===== src/rtl/bram_dump_pkg.sv =====
// Shared definitions for the BRAM-to-UART dump sequencer: state encoding,
// completion status codes and front-panel LED patterns.
package bram_dump_pkg;

  typedef enum logic [2:0] {
    S_IDLE    = 3'd0,
    S_ADDR    = 3'd1,
    S_WAIT_RD = 3'd2,
    S_LOAD    = 3'd3,
    S_REQ     = 3'd4,
    S_ACK     = 3'd5,
    S_TXW     = 3'd6,
    S_NEXT    = 3'd7
  } state_t;

  localparam logic [1:0] ST_OK      = 2'b00;
  localparam logic [1:0] ST_ABORT   = 2'b01;
  localparam logic [1:0] ST_TIMEOUT = 2'b10;

  localparam logic [7:0] LED_IDLE = 8'b1100_0000;
  localparam logic [7:0] LED_RD   = 8'b0011_0000;
  localparam logic [7:0] LED_TX   = 8'b0000_1100;
  localparam logic [7:0] LED_NEXT = 8'b0000_0011;
  localparam logic [7:0] LED_ERR  = 8'b0000_0001;

  function automatic logic [7:0] led_of(input state_t s, input logic [1:0] st);
    logic [7:0] p;
    case (s)
      S_IDLE:                    p = LED_IDLE;
      S_ADDR, S_WAIT_RD, S_LOAD: p = LED_RD;
      S_REQ, S_ACK, S_TXW:       p = LED_TX;
      default:                   p = LED_NEXT;
    endcase
    return (st != ST_OK) ? (p | LED_ERR) : p;
  endfunction

endpackage


===== src/rtl/bram_dump_ctrl.sv =====
// Walks a block of BRAM and streams each byte to the UART transmitter with a
// req/busy handshake; bounded length, wrap-around addressing, abort and ack timeout.
module bram_dump_ctrl
  import bram_dump_pkg::*;
#(
  parameter int ADDR_W = 11,
  parameter int RD_LAT = 1,
  parameter int ACK_TO = 16
) (
  input  logic              CLK_50M,
  input  logic              rst_n,
  input  logic              start,
  input  logic              abort,
  input  logic [ADDR_W-1:0] base_addr,
  input  logic [ADDR_W:0]   length,
  output logic              bram_en,
  output logic [ADDR_W-1:0] bram_addr,
  input  logic [7:0]        bram_dout,
  output logic [7:0]        uart_din,
  output logic              uart_req,
  input  logic              uart_busy,
  output logic              active,
  output logic              done,
  output logic [1:0]        status,
  output logic [ADDR_W:0]   sent_cnt,
  output logic [7:0]        state_led
);

  localparam logic [ADDR_W:0] DEPTH = {1'b1, {ADDR_W{1'b0}}};
  localparam int TO_W = (ACK_TO > 2) ? $clog2(ACK_TO) : 1;

  state_t            state, state_nx;
  logic [ADDR_W:0]   len_eff, len_in;
  logic [TO_W-1:0]   to_cnt;
  logic [1:0]        lat_cnt;
  logic              abort_pend;
  logic              done_nx, ld_start, inc_sent, adv_addr;
  logic [1:0]        status_nx;

  assign len_in   = (length > DEPTH) ? DEPTH : length;
  assign bram_en  = (state == S_ADDR) || (state == S_WAIT_RD) || (state == S_LOAD);
  // An abort arriving in the REQ cycle suppresses the request outright.
  assign uart_req = (state == S_REQ) && !abort;
  assign active   = (state != S_IDLE);

  always_comb begin
    state_nx  = state;
    done_nx   = 1'b0;
    status_nx = status;
    ld_start  = 1'b0;
    inc_sent  = 1'b0;
    adv_addr  = 1'b0;
    case (state)
      S_IDLE:
        if (start) begin
          ld_start  = 1'b1;
          status_nx = ST_OK;
          if (len_in == '0) done_nx  = 1'b1;
          else              state_nx = S_ADDR;
        end
      S_ADDR, S_WAIT_RD, S_LOAD, S_REQ:
        if (abort) begin
          state_nx  = S_IDLE;
          done_nx   = 1'b1;
          status_nx = ST_ABORT;
        end else begin
          case (state)
            S_ADDR:    state_nx = (RD_LAT == 1) ? S_LOAD : S_WAIT_RD;
            S_WAIT_RD: if (lat_cnt == 2'(RD_LAT - 2)) state_nx = S_LOAD;
            S_LOAD:    state_nx = S_REQ;
            default:   state_nx = S_ACK;
          endcase
        end
      S_ACK:
        if (uart_busy) state_nx = S_TXW;
        else if (to_cnt == TO_W'(ACK_TO - 2)) begin
          state_nx  = S_IDLE;
          done_nx   = 1'b1;
          status_nx = ST_TIMEOUT;
        end
      S_TXW:
        if (!uart_busy) begin
          inc_sent = 1'b1;
          state_nx = S_NEXT;
        end
      S_NEXT:
        if (sent_cnt == len_eff) begin
          state_nx  = S_IDLE;
          done_nx   = 1'b1;
          status_nx = ST_OK;
        end else if (abort || abort_pend) begin
          state_nx  = S_IDLE;
          done_nx   = 1'b1;
          status_nx = ST_ABORT;
        end else begin
          adv_addr = 1'b1;
          state_nx = S_ADDR;
        end
      default: state_nx = S_IDLE;
    endcase
  end

  always_ff @(posedge CLK_50M or negedge rst_n) begin
    if (!rst_n) begin
      state      <= S_IDLE;
      len_eff    <= '0;
      bram_addr  <= '0;
      uart_din   <= '0;
      done       <= 1'b0;
      status     <= ST_OK;
      sent_cnt   <= '0;
      state_led  <= '0;
      to_cnt     <= '0;
      lat_cnt    <= '0;
      abort_pend <= 1'b0;
    end else begin
      state     <= state_nx;
      done      <= done_nx;
      status    <= status_nx;
      state_led <= led_of(state_nx, status_nx);
      if (ld_start) begin
        bram_addr  <= base_addr;
        len_eff    <= len_in;
        sent_cnt   <= '0;
        abort_pend <= 1'b0;
      end
      if (adv_addr) bram_addr <= bram_addr + ADDR_W'(1);
      if (inc_sent) sent_cnt  <= sent_cnt + (ADDR_W+1)'(1);
      if (state == S_LOAD) uart_din <= bram_dout;
      lat_cnt <= (state == S_WAIT_RD) ? lat_cnt + 2'd1 : 2'd0;
      to_cnt  <= (state == S_ACK) ? to_cnt + TO_W'(1) : '0;
      // An abort seen mid-byte is remembered and honoured at the byte boundary.
      if (abort && (state == S_ACK || state == S_TXW)) abort_pend <= 1'b1;
    end
  end

endmodule


===== config.mk =====
export PLATFORM = sky130hd
export DESIGN_NAME = bram_dump_ctrl
export DESIGN_NICKNAME = d
export VERILOG_FILES = /design/src/rtl/bram_dump_pkg.sv /design/src/rtl/bram_dump_ctrl.sv
export SDC_FILE = /design/constraint.sdc
export NUM_CORES = 1
export LEC_CHECK = 0
export CAP_MARGIN = 30
export CORE_MARGIN = 2
export CORE_UTILIZATION = 31
export DETAILED_ROUTE_END_ITERATION = 8
export SYNTH_ARGS = -nofsm -noshare
export SYNTH_HDL_FRONTEND = slang
export SYNTH_SLANG_ARGS = --single-unit

===== constraint.sdc =====
create_clock -name CLK_50M -period 2.5 [get_ports CLK_50M]
set_input_delay 0.25 -clock CLK_50M [delete_from_list [all_inputs] [get_ports CLK_50M]]
set_output_delay 0.25 -clock CLK_50M [all_outputs]
set_load 0.01 [all_outputs]

Yosys cells after proc, flatten, opt, wreduce, memory -nomap -nowiden

Cells that the tools add are included.

Flip-flop bits (word level): 64
Latch bits: 0
Bits in writable memories: 0
ROM bits: 0
Bits of input ports: 36
Output and inout bits: 45
Word-level logic and storage cells: 94
Memories: 0

Add/sub/neg operators: 4
$mul: 0
Div/mod/pow operators: 0
Order comparisons: 1
Equal/unequal tests: 16
Shift-type cells: 0
Mux-type cells: 44
Bitwise gates (word level): 0
Reductions and logical operators: 18

Operators by type and width:

| kind                  | count |
|---|---|
| $mux 12               | 3 |
| $pmux 8 s3            | 1 |
| $mux 11               | 2 |
| $eq 3x3->1 const B    | 7 |
| $mux 3                | 7 |
| $mux 1                | 19 |
| $pmux 3 s5            | 1 |
| $mux 2                | 7 |
| $add 12x1->12 const B | 1 |
| $eq 12x12->1          | 1 |
| $eq 3x2->1 const B    | 4 |
| $gt 12x12->1 const B  | 1 |
| $logic_not 12->1      | 1 |
| $add 11x1->11 const B | 1 |
| $pmux 3 s3            | 1 |
| $pmux 2 s4            | 1 |
| $reduce_bool 2->1     | 4 |
| $eq 3x1->1 const B    | 2 |
| $logic_not 3->1       | 2 |
| $reduce_or 3->1       | 2 |
| $add 4x1->4 const B   | 1 |
| $eq 4x4->1 const B    | 1 |
| $logic_or 1x1->1      | 4 |
| $mux 4                | 1 |
| 7 further kinds       | 8 |

Longest topological paths before layout

Word-level depth: 10
Gate-level depth with buffers: 9
Gate-level depth less buffers: 8

Worst setup path before layout

Ideal clock, no wire load.

Kind: register to register
From: register sent_cnt[5]
To: register state_led[0]
Library setup time: 131 ps
Data arrival time: 1817 ps
Data required time: 2369 ps
Path slack: 552 ps
Stages on the path, launching flop included: 8
Path buffers: 1
Clock period less this slack: 1948 ps
Cell sequence: dfrtp_1 xnor2_1 nand4_1 nor3_4 nor2_1 buf_2 a211o_1 or3_1

Elaborated cells on any way between the ends: 17
Classes of those cells: eq/ne (7); mux (6); reduce/logical (4)

RTL lines:

| element                | line                  | source |
|---|---|---|
| start, declared        | bram_dump_ctrl.sv:25  | `output logic [ADDR_W:0] sent_cnt,` |
| start signal, assigned | bram_dump_ctrl.sv:128 | `if (inc_sent) sent_cnt <= sent_cnt + (ADDR_W+1)'(1);` |
| $eq 12x12->1           | bram_dump_ctrl.sv:87  | `if (sent_cnt == len_eff) begin` |
| $mux 2                 | bram_dump_ctrl.sv:87  |  |
| $pmux 2 s4             | bram_dump_ctrl.sv:53  | `case (state)` |
| via status_nx[1]       | bram_dump_ctrl.sv:38  | `logic [1:0] status_nx;` |
| $reduce_bool 2->1      | bram_dump_pkg.sv:34   | `return (st != ST_OK) ? (p \| LED_ERR) : p;` |
| $mux 1                 | bram_dump_pkg.sv:34   |  |
| end signal, assigned   | bram_dump_ctrl.sv:120 | `state_led <= led_of(state_nx, status_nx);` |
| end, declared          | bram_dump_ctrl.sv:26  | `output logic [7:0] state_led` |

The timed path passes the listed nets, and every way through them passes these cells.
A chain may end at the register's enable or synchronous reset.

Worst setup path after layout

From: register state[2]
To: output port uart_req

Longest elaborated chain between the ends: 2

Ends and longest elaborated chain:

| element                | line                  | source |
|---|---|---|
| start, declared        | bram_dump_ctrl.sv:32  | `state_t state, state_nx;` |
| start signal, assigned | bram_dump_ctrl.sv:117 | `state <= state_nx;` |
| $eq 3x3->1             | bram_dump_ctrl.sv:43  | `assign uart_req = (state == S_REQ) && !abort;` |
| $logic_and 1x1->1      | bram_dump_ctrl.sv:43  |  |
| end, declared          | bram_dump_ctrl.sv:20  | `output logic uart_req,` |

No other way between the ends.

==> results by group <==
Status
  – Status: finished, final reports clean

Drt
  – DR vias/cell: 5.01
  – Routed WL: 7.57 mm
  – Routed Antenna Nets: 0
  – Residual DRC: 0
  – Per-cell routed wire length: 14.7 µm
  – Via count: 2581
  – Initial DRC count: 149
  – First drt pass iteration count: 4

Power and ir drop
  – Final Total Pwr: 4.20 mW
  – Switching Share: 34.5%
  – Pwr/cell area: 1010 mW/mm²
  – Sw power: 1.45 mW
  – Combinational Power Share: 42.6%
  – VDD IR max: 484 µV
  – Power share of the clock group: 18.8%
  – P_leak: 1.72 nW
  – Sequential share of power: 38.6%
  – Int Pwr: 2.75 mW

Final layout
  – Layout area overhead: 38.6%
  – Number of antenna diodes: 0
  – Share of post-route cells with drive strength above 1: 12.2%
  – Commonest non-fill, non-tap cell in the layout: clkdlybuf4s50_1
  – Most frequent cells in the layout: clkdlybuf4s50_1 (79), dfrtp_1 (61), nand2_1 (29), nor2_1 (24)
  – Final #Nets: 423

Yosys
  – Simple-gate area share of the yosys netlist: 19.6%
  – Main combinational cell family by area after synthesis: simple AND/OR/NAND/NOR gates
  – Sequential share of the synthesized area: 50.8%
  – Xor/xnor share of the synthesized area: 4.37%
  – Yosys synthesis warning count: 0
  – Post-synth EDFFs: 0
  – Synthesized flop and latch total: 61
  – Compound-Gate Fraction of Synth Area: 16.3%
  – Ys flop type: dfrtp_1
  – Mux share of post-synthesis cell area: 3.67%
  – Yosys cell types: 50
  – Syn Std Cell Area: 0.00300 mm²
  – Adder-Cell Fraction of Synth Area: 2.08%
  – Syn Nets: 336
  – Async S/R FF share, synth: 100%
  – Synthesized instance count: 295
  – Syn Area/Cell: 10.2 µm²

Worst hold path
  – Hold path startpoint: lat_cnt[0]
  – Hold Path Depth: 1
  – WHS Endpoint: lat_cnt[0]
  – Hold Crit Class: reg -> reg

Timing
  – Total negative setup slack: 0 ns
  – Final hold viol count: 0
  – Final setup viols: 0
  – Pins Over Slew Limit: 0
  – Clock skew: 0.00793 ns
  – Unrepaired setup endpoints after global routing: no
  – Fmax: 462 MHz
  – Slew headroom: 61.6%
  – Post-layout min period: 2.16 ns
  – Worst slew pin tran: 0.576 ns
  – Period utilisation layout: 86.6%

Global routing
  – Largest net degree at the start of global routing: 26
  – Overall Global Routing Usage: 15.2%
  – Total gr overflow: 0
  – Antenna violations before repair: 0
  – Vias in the first global route: 2486
  – First-pass GRT wire length: 12.3 mm

Die
  – Starting Density: 32.2%
  – Placeable core area: 0.00933 mm²
  – Die width: 102 µm
  – Site Rows: 35
  – Die H: 102 µm
  – Die ar.: 0.0105 mm²
  – Top Ports: 81

Clock tree
  – Clock Latency Late Sink: 0.32 ns
  – Clock Path Buffers: 2
  – H-tree depth: 3
  – Clock-pin slew on the worst setup and hold paths: 0.07 ns
  – Root Driver: clkbuf_8
  – TritonCTS Sinks: 61
  – CTS tree: yes
  – Total CTS buffers: 9
  – Post-CTS Repair Setup Buffers: 0

Setup path
  – Arrival @ worst endpoint: 1.91 ns
  – Worst setup path start: state[2]
  – R2r setup slk: 0.38 ns
  – Worst flop-to-flop path endpoint: bram_addr[3]
  – Reg-to-Reg Start: state[2]
  – CP Class: reg -> out
  – Required @ worst endpoint: 2.25 ns
  – Startpoint types: flop
  – CP endpoint kind: primary output
  – FF-to-FF path depth: 5
  – CP Max Fanout: 11

Placed design
  – Gpl congestion: 0.806
  – # port buffers: 80
  – Post-DP HPWL: 5.55 mm

Job
  – Max cap viols: 0
## state kept, by name (all words and copies together), names as in the netlist
signal	cells
sent_cnt	12
state_led	5
to_cnt	4
lat_cnt	2
state	3
abort_pend	1
len_eff	12
uart_din	8
done	1
status	2
bram_addr	11
## cells in the mapped netlist (all sizes together) (2+ instances only)
cell type / number / area, µm²
clkbuf: 9 / 33.8
dfrtp: 61 / 1530
ha: 5 / 62.6
buf: 8 / 47.5
mux2: 8 / 90.1
mux2i: 2 / 20.0
nor4: 4 / 25.0
a21oi: 8 / 40.0
a221o: 7 / 70.1
a22o: 9 / 78.8
nor3: 13 / 81.3
nand3: 16 / 80.1
a211oi: 2 / 15.0
o211ai: 3 / 22.5
inv: 4 / 15.0
o221a: 2 / 22.5
nand2: 29 / 109
xnor2: 14 / 123
o21a: 2 / 15.0
a21bo: 3 / 30.0
nand2b: 6 / 37.5
nor2: 24 / 90.1
nand4: 3 / 18.8
o31ai: 3 / 22.5
nand3b: 4 / 30.0
and2: 2 / 12.5
and3: 5 / 31.3
o21ai: 17 / 88.8
or2: 3 / 18.8
or3: 5 / 31.3
## routing by layer
metal,track usage (%),up-vias,wire length [µm]
li1,-,1244,-
met1,21.3,1271,3620
met2,23.5,64,3620
met3,3.56,2,288
met4,4.41,0,38
met5,0,-,0
## power by group through the flow
| stage | Combinational [mW] | Sequential (mW) | Clock, mW |
|---|---|---|---|
| 2_1_floorplan | 0.955 | 1.64 | 0 |
| 3_3_place_gp | 1.77 | 1.64 | 0 |
| 3_5_place_dp | 1.80 | 1.63 | 0 |
| 4_1_cts | 1.81 | 1.62 | 0.821 |
| 5_1_grt | 1.95 | 1.67 | 0.867 |
| 6_report | 1.79 | 1.62 | 0.789 |
## critical path, stage by stage (launching register included)
cell and delay [ns]:
dfrtp_1 0.54, buf_4 0.22, nor4b_1 0.25, clkdlybuf4s50_1 0.59
## metrics by stage
step / worst slack, ns / utilization (%) / instances / hold WS (ns) / area [µm²]
2_1_floorplan: 0.552 / - / 295 / -0.0456 / 3000
3_3_place_gp: 0.214 / 42.6 / 499 / 0.281 / 3980
3_5_place_dp: 0.221 / 42.6 / 499 / 0.287 / 3980
4_1_cts: 0.272 / 44.6 / 515 / 0.455 / 4160
5_1_grt: 0.215 / 44.6 / 515 / 0.479 / 4160
6_report: 0.336 / 44.6 / 515 / 0.445 / 4160
## cells by family after synthesis
logic type,Yosys count
buf+inv,21
flops,61
simple gates,117
compound gates,66
mux,10
xor+xnor,15
fa+ha+maj,5
## worst max path at each step
stage | endpoint | slack [ns] | cells after the start
after detailed placement | state_led[5] | 0.22 | 7
final | uart_req | 0.34 | 3
after floorplan | state_led[0] | 0.55 | 7
after CTS | uart_req | 0.27 | 3
after global routing | uart_req | 0.21 | 3
after global placement | state_led[5] | 0.21 | 7
## layout make-up
class,count,area (µm²)
Fill cell,910,5160
Sequential cell,61,1530
Multi-Input combinational cell,213,1390
Timing Repair Buffer,93,896
Clock buffer,14,173
Tap cell,129,161
Inverter,4,15.0
Clock inverter,1,5.00
## timing repair
action	CTS	global route
hold buffers	1	0
endpoints found under the hold margin	23	0
gates resized for setup	0	0
(Power assumes the default switching activity.)
==> variant 1, RTL diff (config.mk and constraints unchanged) <==
Register the output `active`, cleared by the reset; this adds one clock of latency there. The other outputs are not delayed to match.
--- a/src/rtl/bram_dump_ctrl.sv
+++ b/src/rtl/bram_dump_ctrl.sv
@@ -41,7 +41,13 @@
   assign bram_en  = (state == S_ADDR) || (state == S_WAIT_RD) || (state == S_LOAD);
   // An abort arriving in the REQ cycle suppresses the request outright.
   assign uart_req = (state == S_REQ) && !abort;
-  assign active   = (state != S_IDLE);
+  always_ff @(posedge CLK_50M or negedge rst_n) begin
+    if (!rst_n) begin
+      active <= '0;
+    end else begin
+      active <= (state != S_IDLE);
+    end
+  end
 
   always_comb begin
     state_nx  = state;
Function: changed (Yosys sat finds a counterexample within 4 cycles, from zero or initial values and one cycle with rst_n low).
==> variant 1 against the unedited design <==
- area after synthesis is 1.5% higher
- total power is 2.7% higher
- first-iteration DRC count is 32% higher
- global-route usage is 0.36 points lower
- setup slack worse by 0.083 ns
- critical path depth is 3 higher
- sequential cell count is 1 higher
- critical endpoint is now bram_addr[4]
- cell area is 1.5% higher
- highest routed layer unchanged
- clock power is 11% higher
- non-clock buffer count is 1 lower
- wire length is 0.22% lower
==> variant 1: results <==
status:
  status: "finished clean"
global_routing:
  global_route_track_usage_on_met2_pct: 22.5
  grt_pass1_wl_um: 12200
  globalRouteTotalUtil_pct: 14.8
hold_path:
  worst_hold_path.endpoint: "lat_cnt[0]"
power_and_ir_drop:
  power.ir.vdd_worst_v: 0.000496
  swShare_pct: 34.1
  relative_contribution_of_the_clock_network_to_total_power_pct: 20.3
  power_per_cell_area_mw_per_mm2: 1020
  p_leak_nw: 1.75
worst_setup_path:
  ff2ff_path_depth: 6
  cpPeakStageDelay_ns: 0.43
  crit_slowest_cell: "dfrtp_1"
  critPathArrivalTime_ns: 2.46
  r2r_slack_ns: 0.25
  reg2reg_from: "sent_cnt[10]"
  setup.worst_path.class: "register to register"
  max_fo_critical_path: 13
yosys:
  ys_top_cells_by_count: "dfrtp_1 (62), nand2_1 (27), o21ai_0 (18), nor2_1 (17), nand3_1 (16)"
  seq_area_frac_synth_pct: 50.9
  synth_cell_types: 56
  synth_top_cells_by_area: "dfrtp_1 (51%), xnor2_1 (4.0%), nand2_1 (3.3%)"
placed_design:
  post-dp-hpwl_um: 5670
  globalplace.congestion: 0.874
  placed_cells: 503
route:
  met2_wl_post_dr_um: 3450
  drt_iter0_markers: 196
  post_dr_wirelength_cell_um: 14.5
  wl_met1_um: 3610
  met3RoutedLength_um: 390
layout:
  fill_cells: 974
  drive_above_1_share_pct: 11.1
  post_layout_nonfiller_instances: 520
clocking:
  hold_bufs_at_cts: 1
timing:
  max-slew-margin-rel_pct: 60.8
  timing.clock.skew_ns: 0.0111
-- variant 1: layout make-up --
cell class                 instances  area share (%)
clock buffer                      13            3.76
timing repair buffer              92            21.0
sequential                        62            36.7
tap                              133            3.94
multi-input combinational        211            33.0
clock inverter                     3            1.01
inverter                           6           0.533
-- variant 1: logic make-up after synthesis --
kind of cell	Yosys count	synth area share (%)
fa+ha+maj	5	2.05
simple gates	111	19.0
buf+inv	22	3.40
compound gates	70	16.8
flops	62	50.9
mux	10	3.61
xor+xnor	15	4.31
-- variant 1: metrics by stage --
stage / hold slack, ns / util (%) / power (mW) / instance area [sq um] / setup slack [ns]
finish: 0.451 / 43.8 / 4.31 / 4230 / 0.253
global route: 0.477 / 43.8 / 4.62 / 4230 / 0.0905
CTS: 0.456 / 43.8 / 4.36 / 4230 / 0.280
detailed placement: 0.294 / 41.6 / 3.46 / 4010 / 0.296
global placement: 0.296 / 41.6 / 3.44 / 4010 / 0.301
floorplan: -0.0456 / - / 2.62 / 3050 / 0.617
==> variant 2, RTL diff (config.mk and constraints unchanged) <==
Made on the original files. The parameter `ADDR_W` goes from 11 to 10.
--- a/src/rtl/bram_dump_ctrl.sv
+++ b/src/rtl/bram_dump_ctrl.sv
@@ -3,7 +3,7 @@
 module bram_dump_ctrl
   import bram_dump_pkg::*;
 #(
-  parameter int ADDR_W = 11,
+  parameter int ADDR_W = 10,
   parameter int RD_LAT = 1,
   parameter int ACK_TO = 16
 ) (
Ports: changed (resized base_addr, bram_addr, length and sent_cnt); port bits go from 81 to 77. No check against the original RTL was run, so the function may have changed too.
==> variant 2 against the unedited design <==
- critical path depth is 1 higher
- via count is 2.8% lower
- clock power is 8.6% lower
- critical endpoint unchanged
- total power is 0.36% lower
- sequential cell count is 3 lower
- non-clock buffer count is 7 lower
- global-route usage is 0.55 points lower
- area after synthesis is 0.67% higher
- maximum frequency is 3.6% lower
- wire length is 4.7% lower
- combinational power is 4% higher
- highest routed layer unchanged
- cell area is 1.6% lower
- setup slack worse by 0.081 ns
==> variant 2: results <==
route:
  drt_iter0_markers: 140
  post_drt_via_cell_ratio: 4.83
  postRouteWirelength_um: 7210
yosys:
  synth_cells: 303
  ys_top_cells_by_count: "dfrtp_1 (58), nand2_1 (41), nor2_1 (25), nand3_1 (14), xnor2_1 (14)"
  synth.net_count: 342
  synth_top_cells_by_area: "dfrtp_1 (48%), nand2_1 (5.1%), xnor2_1 (4.1%)"
  synth_cell_types: 51
  seq_area_frac_synth_pct: 48.0
global_routing:
  grt_start_max_net_pins: 27
  grt_pass1_wl_um: 12000
  globalRouteTotalUtil_pct: 14.6
clocking:
  cts_sinks: 58
layout:
  post_layout_nonfiller_instances: 520
  clock_buffer_count: 10
  multi_input_area_sq_mm: 0.00146
  clockNetworkAreaShare_pct: 3.94
  n_all_inverters: 5
  fill_cells: 971
  seq-cell-share_pct: 35.4
  drive_above_1_share_pct: 10.3
  fin_nets: 421
  nMultiInputCombCells: 222
  nonClkBufAreaFrac_pct: 20.3
hold_path:
  timing.hold.worst.class: "input pin to async pin"
timing:
  max-slew-margin-rel_pct: 64.2
status:
  status: "finished clean"
placed_design:
  placed_cells: 503
worst_setup_path:
  max_fo_critical_path: 10
  critPathArrivalTime_ns: 2.00
power_and_ir_drop:
  power.ir.vdd_worst_v: 0.000480
variant 2: cell types whose count changed after synthesis, sizes merged, moves of 4 or more:
cell,unedited run,this run
nand2,29,41
o21ai,17,8
a31oi,1,5
buf,8,12
nor3,13,8
nand3b,4,13
a22o,9,5
mux2i,2,11
variant 2: kinds of logic after synthesis:
group                    share of synthesized area (%)
AND/OR/NAND/NOR                                   23.2
flip-flops                                        48.0
AO/OA/AOI/OAI                                     11.2
buffers and inverters                             3.89
multiplexers                                      6.99
XOR/XNOR                                          4.63
adder cells (fa/ha/maj)                           2.07
variant 2: power by group:
group	internal (mW)	switching [mW]	leakage (nW)	total, mW
clock network	0.352	0.369	0.0896	0.721
registers	1.27	0.330	0.744	1.60
logic	1.03	0.833	0.926	1.86
total	2.65	1.53	1.76	4.18
variant 2: worst paths after layout:
check	start	end	slack [ns]	depth (start not counted)
worst max register to register	sent_cnt[0]	bram_addr[9]	0.41	7
worst min-delay path	rst_n	sent_cnt[6]	0.38	2
max in group asynchronous	rst_n	bram_addr[9]	1.48	3
min in group CLK_50M	lat_cnt[0]	lat_cnt[0]	0.45	1
worst max-delay path	state[0]	uart_req	0.25	4
worst min register to register	lat_cnt[0]	lat_cnt[0]	0.45	1
variant 2: per-stage QoR:
stage	setup slack (ns)	power, mW	hold WS [ns]	area (sq um)
2_1_floorplan	0.636	2.66	-0.0456	3020
3_5_place_dp	0.328	3.49	0.204	3920
4_1_cts	0.252	4.25	0.377	4100
3_3_place_gp	0.363	3.45	0.206	3920
5_1_grt	0.176	4.51	0.427	4100
6_report	0.255	4.18	0.384	4100
variant 2: metal layers:
metal / track usage, % / share of wire [%] / vias up
met5: 0 / 0 / -
li1: - / - / 1231
met1: 19.6 / 47 / 1209
met2: 22.6 / 47 / 63
met4: 5.16 / 1.1 / 0
met3: 4.34 / 5.1 / 7
